## src/rtl/cross_bar_arbiter_pkg.sv

```systemverilog
// Shared constants, FSM state type and address decode helper for the 4x4 cross bar.
package mux_connection;

    localparam int QTY_OF_DEVICES = 4;
    localparam int SEL_WIDTH      = $clog2(QTY_OF_DEVICES);
    localparam int ADDR_WIDTH     = 32;

    typedef enum logic [0:0] {
        enIDLE = 1'b0,
        enBUSY = 1'b1
    } arb_state_t;

    // Target slave is carried in the most significant address bits.
    function automatic logic [SEL_WIDTH-1:0] slave_sel(input logic [ADDR_WIDTH-1:0] addr);
        return addr[ADDR_WIDTH-1 -: SEL_WIDTH];
    endfunction

endpackage

```

## src/rtl/cross_bar_arbiter_if.sv

```systemverilog
// Request/grant bundle between the masters, the slave muxes and the arbiter.
interface cross_bar_arbiter_if;
    import mux_connection::*;

    logic [QTY_OF_DEVICES-1:0]                     master_req;
    logic [QTY_OF_DEVICES-1:0][ADDR_WIDTH-1:0]     master_addr;
    logic [QTY_OF_DEVICES-1:0]                     session_is_finished;
    logic [QTY_OF_DEVICES-1:0][QTY_OF_DEVICES-1:0] granted_matrix;
    logic [QTY_OF_DEVICES-1:0]                     slave_busy;

    // Requesting side: masters and slave muxes.
    modport master (
        output master_req,
        output master_addr,
        output session_is_finished,
        input  granted_matrix,
        input  slave_busy
    );

    // Arbiter side.
    modport slave (
        input  master_req,
        input  master_addr,
        input  session_is_finished,
        output granted_matrix,
        output slave_busy
    );

endinterface

```

## src/rtl/cross_bar_arbiter_rr_arbiter_slice.sv

```systemverilog
// One slave's round-robin arbiter: IDLE/BUSY FSM, rotating priority pointer and
// a registered one-hot grant held until the slave reports its session finished.
module rr_arbiter_slice
    import mux_connection::*;
#(
    parameter  int N = QTY_OF_DEVICES,
    localparam int W = $clog2(N)
) (
    input  logic         clk,
    input  logic         rst_n,
    input  logic [N-1:0] req_vec,
    input  logic         finish,
    output logic [N-1:0] grant,
    output logic         busy
);

    localparam logic [0:0] ST_IDLE = enIDLE;
    localparam logic [0:0] ST_BUSY = enBUSY;

    logic [0:0]   state;
    logic [W-1:0] ptr;
    logic [W-1:0] winner;
    logic [W-1:0] idx;
    logic         found;

    // Search starts at ptr and wraps naturally in W bits.
    always_comb begin
        // NOTE: every always_comb output gets a default first so no latch is inferred.
        found  = 1'b0;
        winner = ptr;
        idx    = '0;
        for (int i = 0; i < N; i++) begin
            idx = ptr + W'(i);
            if (!found && req_vec[idx]) begin
                found  = 1'b1;
                winner = idx;
            end
        end
    end

    always_ff @(posedge clk) begin
        // NOTE: rst_n is sampled on the clock edge only; it is not in the sensitivity list.
        if (!rst_n) begin
            state <= ST_IDLE;
            grant <= '0;
            ptr   <= '0;
        end else begin
            // NOTE: non-blocking updates so every slice sees only pre-edge grants.
            case (state)
                ST_IDLE: begin
                    if (found) begin
                        state <= ST_BUSY;
                        grant <= N'(1) << winner;
                        ptr   <= winner + W'(1);
                    end
                end
                ST_BUSY: begin
                    // Leaving BUSY never re-arbitrates on the same edge: one idle cycle.
                    if (finish) begin
                        state <= ST_IDLE;
                        grant <= '0;
                    end
                end
                default: begin
                    state <= ST_IDLE;
                    grant <= '0;
                end
            endcase
        end
    end

    assign busy = |grant;

endmodule

```

## src/rtl/cross_bar_arbiter.sv

```systemverilog
// Upstream control of the 4x4 cross bar: decodes each master's target slave and
// runs one round-robin slice per slave, producing the registered grant matrix.
module cross_bar_arbiter
    import mux_connection::*;
(
    input  logic                clk,
    input  logic                rst_n,
    cross_bar_arbiter_if.slave  bus
);

    localparam int N = QTY_OF_DEVICES;

    logic [N-1:0][N-1:0] req_vec;
    logic [N-1:0][N-1:0] grant;
    logic [N-1:0][N-1:0] grant_t;
    logic [N-1:0]        busy;
    logic [N-1:0]        owned_any;

    // Masking uses registered grants only, so there is no path from grant back to grant.
    always_comb begin
        owned_any = '0;
        grant_t   = '0;
        for (int s = 0; s < N; s++) begin
            for (int m = 0; m < N; m++) begin
                owned_any[m]  = owned_any[m] | grant[s][m];
                grant_t[m][s] = grant[s][m];
            end
        end
    end

    always_comb begin
        req_vec = '0;
        for (int s = 0; s < N; s++) begin
            for (int m = 0; m < N; m++) begin
                req_vec[s][m] = bus.master_req[m]
                             && (slave_sel(bus.master_addr[m]) == SEL_WIDTH'(s))
                             && !(owned_any[m] && !grant[s][m]);
            end
        end
    end

    for (genvar s = 0; s < N; s++) begin : g_slice
        rr_arbiter_slice #(.N(N)) u_slice (
            .clk     (clk),
            .rst_n   (rst_n),
            .req_vec (req_vec[s]),
            .finish  (bus.session_is_finished[s]),
            .grant   (grant[s]),
            .busy    (busy[s])
        );

        a_row_onehot0: assert property (@(posedge clk) disable iff (!rst_n) $onehot0(grant[s]));
        a_col_onehot0: assert property (@(posedge clk) disable iff (!rst_n) $onehot0(grant_t[s]));
    end

    assign bus.granted_matrix = grant;
    assign bus.slave_busy     = busy;

endmodule

```

## src/flat_wrapper.sv

```systemverilog
// flat-port wrapper written by rule: the top's interface ports become plain ports
module cross_bar_arbiter_flat import mux_connection::*;
  (clk, rst_n, bus_master_req, bus_master_addr, bus_session_is_finished, bus_granted_matrix, bus_slave_busy);
  cross_bar_arbiter_if bus_i ();
  input  logic clk;
  input  logic rst_n;
  input wire logic [$bits(bus_i.master_req)-1:0] bus_master_req;
  input wire logic [$bits(bus_i.master_addr)-1:0] bus_master_addr;
  input wire logic [$bits(bus_i.session_is_finished)-1:0] bus_session_is_finished;
  output wire logic [$bits(bus_i.granted_matrix)-1:0] bus_granted_matrix;
  output wire logic [$bits(bus_i.slave_busy)-1:0] bus_slave_busy;
  assign bus_i.master_req = bus_master_req;
  assign bus_i.master_addr = bus_master_addr;
  assign bus_i.session_is_finished = bus_session_is_finished;
  assign bus_granted_matrix = bus_i.granted_matrix;
  assign bus_slave_busy = bus_i.slave_busy;
  cross_bar_arbiter u_core (.clk(clk), .rst_n(rst_n), .bus(bus_i));
endmodule
```

## config.mk

```make
export PLATFORM = sky130hd
export DESIGN_NAME = cross_bar_arbiter_flat
export DESIGN_NICKNAME = d
export VERILOG_FILES = /design/src/rtl/cross_bar_arbiter_pkg.sv /design/src/rtl/cross_bar_arbiter_if.sv /design/src/rtl/cross_bar_arbiter_rr_arbiter_slice.sv /design/src/rtl/cross_bar_arbiter.sv /design/src/flat_wrapper.sv
export SDC_FILE = /design/constraint.sdc
export NUM_CORES = 1
export LEC_CHECK = 0
export BUFFER_PORTS_ARGS = -buffer_cell sky130_fd_sc_hd__buf_2
export CAP_MARGIN = 10
export CORE_UTILIZATION = 44
export DETAILED_ROUTE_END_ITERATION = 7
export GPL_ROUTABILITY_DRIVEN = 0
export PLACE_DENSITY = 0.93
export SLEW_MARGIN = 20
export SYNTH_ARGS = -nofsm -noshare
export SYNTH_HDL_FRONTEND = slang
export SYNTH_HIERARCHICAL = 1
export SYNTH_SLANG_ARGS = --single-unit
```

## constraint.sdc

```tcl
create_clock -name clk -period 5.3 [get_ports clk]
set_input_delay 0.53 -clock clk [delete_from_list [all_inputs] [get_ports clk]]
set_output_delay 0.53 -clock clk [all_outputs]
set_load 0.02 [all_outputs]
```

==> metrics <==
Final Power roughly 0.00075 W; TritonCTS clock tree built; Compound-Gate Fraction of Synth Area between 20% and 30%; Mean Syn Cell Area 7.82 um2; CP bufs+invs 0; WL final 5250 um; Synth area leaders dfxtp_1 26%, ha_1 9.3%, a21oi_1 6.5%; DRT Pass-1 Iters 5; Clock Tree Root clkbuf_8; PwrDens roughly 310 mW/mm2; Mapped Cells 276; placed wire-length estimate ~4000 um; Final Non-Filler Cells about 370; largest net degree at the start of global routing 45; Synth Area in Adders between 9 and 10%; Initial DRC Count 114; Leak about 1.0 nW; Setup crit end u_core/g_slice[2].u_slice/ptr[1]$_SDFFE_PN0P_; largest family of logic cells by synthesized area compound AO/OA/AOI/OAI gates; Slew Viols, Final 0; fin crit share roughly three fifths; Post-CTS Setup Bufs 0; finished layout cell area ~0.0024 mm2; slew at the pin with the worst max-slew slack between 0.7 and 0.8 ns; max incr delay on CP 0.71 ns; final setup violation count 0; number of global-route vias before repair 1898; Worst setup EP type register; IO buf count 37; min-delay worst type input pin to register; H-tree levels 1; Synth top area share between 20% and 30%; Net count, final 460; Vias/cell about 5.6; Crit path max-delay family compound AO/OA/AOI/OAI gates; post-synthesis sequential area ratio around 26%; setup tns final 0 ns; Vias 2079; Die Ht 72.0 um; Setup crit start u_core/g_slice[0].u_slice/grant[1]$_SDFFE_PN0P_; relative slew slack 46.5%; CTS Hold Bufs 0; maximum vdd drop around 0.00017 V; residual DRC count 0; slowest CP cell a211oi_1; worst-path cell chain or4_4 -> a211oi_1 -> o22ai_1 -> a221oi_1 -> ha_1 -> mux2i_1 -> nor2b_1; placed cells roughly 370; clk sinks 28; post-synthesis xor/xnor area fraction 0%; Mapped Area around 0.0022 mm2; Layout Skew about 0.0091 ns; Num CTS Buffers 3; num ports ~160; max-cap violation count 0; clk slew on worst S/H paths around 0.10 ns; Syn Nets between 400 and 500; area grow syn2layout 11.5%; final hold violation count 0; Core ar. around 0.0047 mm2; post-synthesis mux area share under 10%; layout cells sized above 1 20.0%; Critical Path Start Type register; FF-to-FF Start u_core/g_slice[0].u_slice/grant[1]$_SDFFE_PN0P_; area leader, netlist dfxtp_1; Synth Register Bits 28; Min-Delay Path Depth 4; Final ANT Viol Nets 0; antenna diode count 0; post_cts resized 0; Global Route Usage Sum approximately a fifth; Cell variety after synth 26; wire length per cell around 14 um; WS Path Type register to register; worst path required time 5.48 ns; Synthesis Warnings 6; worst skew pair latency 0.28 ns; minimum clock period roughly 3.1 ns; first-pass GRT wire length roughly 8300 um; setup repair after global routing missed its margin false; initial antenna violation count 0; Initial Util 45.7%; Fmax 0.322 GHz; die footprint 0.00519 mm2; CP Depth 7; Clock Path Buffers 2; die width 72.0 um; Placed Area ~0.0024 mm2; worst reg2reg endpoint u_core/g_slice[2].u_slice/ptr[1]$_SDFFE_PN0P_; CP arrival around 3.3 ns; status finished, final reports clean; num rows 25; Overflow after GRT 0; register-to-register setup slack 2.20 ns; R2R depth 7; Max FO, Critical Path 6; simple-gate area share of the yosys netlist 25.1%
[worst min-delay path by stage]
stage                                                                from                                              end  slack (ns)
final                                          bus_session_is_finished[0]       u_core/g_slice[0].u_slice/state$_SDFF_PN0_        0.51
after global routing                           bus_session_is_finished[0]       u_core/g_slice[0].u_slice/state$_SDFF_PN0_        0.53
after CTS                                      bus_session_is_finished[0]       u_core/g_slice[0].u_slice/state$_SDFF_PN0_        0.50
after detailed placement  u_core/g_slice[3].u_slice/grant[0]$_SDFFE_PN0P_  u_core/g_slice[3].u_slice/grant[0]$_SDFFE_PN0P_        0.51
after global placement    u_core/g_slice[2].u_slice/grant[3]$_SDFFE_PN0P_  u_core/g_slice[2].u_slice/grant[3]$_SDFFE_PN0P_        0.49
after floorplan             u_core/g_slice[0].u_slice/ptr[0]$_SDFFE_PN0P_    u_core/g_slice[0].u_slice/ptr[0]$_SDFFE_PN0P_        0.50
[tightest hold or removal path: stages]
cell     delay, ns
buf_2         0.08
nand2_1       0.05
nand2_1       0.06
nor2_1        0.03
[layout by cell type, fill, tap and decap left out, drive strengths merged, types with 8 or more instances in the layout]
master and instances:
inv 36, ha 16, nor2b 8, nor2 20, buf 37, a21oi 28, nand3 16, dfxtp 28
or4 12, o22ai 8, nand2 28, o21ai 24
[synth_stat cells]
library cell  number
inv_1             36
a21oi_1           28
dfxtp_1           28
nand2_1           28
nor2_1            20
ha_1              16
nand3_1           16
o21ai_0           12
o21ai_1           12
clkbuf_1           8
o22ai_1            8
or4_4              8
a2111oi_4          4
a211oi_1           4
a21bo_2            4
a221oi_1           4
buf_6              4
mux2i_1            4
nand3b_1           4
nor2b_1            4
nor2b_4            4
nor3_1             4
o2111a_1           4
o22a_1             4
or2b_1             4
or4_1              4
[sequential cells by signal, indices dropped and copies added (netlist names)]
signal / cells
u_core/g_slice.u_slice/grant: 16
u_core/g_slice.u_slice/ptr: 8
u_core/g_slice.u_slice/state: 4
[power breakdown]
part	total (W)	internal [W]	switching (W)	leakage, nW
Sequential	0.000285	0.000240	0.0000452	0.229
Combinational	0.000329	0.000136	0.000193	0.749
Clock	0.000133	0.0000665	0.0000661	0.0288
Total	0.000747	0.000443	0.000304	1.01
[cells by family (layout without fill, tap and decap cells)]
logic type / count (synthesis) / after routing
buf+inv: 48 / 77
flops: 28 / 28
simple gates: 96 / 96
fa+ha+maj: 16 / 16
compound gates: 84 / 84
mux: 4 / 4
[final cells by class]
cell class,count,area [um2]
fill,431,2320
multi-input combinational,200,1390
sequential,28,561
timing repair buffer,37,185
inverter,36,135
tap,67,83.8
clock buffer,4,55.1
[per-stage QoR]
| stage | hold slack (ns) | util, % | setup slack (ns) |
|---|---|---|---|
| after global placement | 0.495 | 49.8 | 2.38 |
| after detailed placement | 0.508 | 49.8 | 2.26 |
| after CTS | 0.503 | 50.9 | 2.24 |
| final | 0.508 | 50.9 | 2.20 |
| after floorplan | 0.504 | - | 2.60 |
| after global routing | 0.531 | 50.9 | 2.02 |
[routing by layer]
| metal | GRT usage [%] | up-vias | wire length [um] |
|---|---|---|---|
| met1 | 24.2 | 959 | 2260 |
| met2 | 35.4 | 84 | 2560 |
| li1 | - | 1026 | - |
| met5 | 0 | - | 0 |
| met4 | 8.06 | 0 | 93 |
| met3 | 2.92 | 10 | 340 |
(Power assumes the default switching activity.)
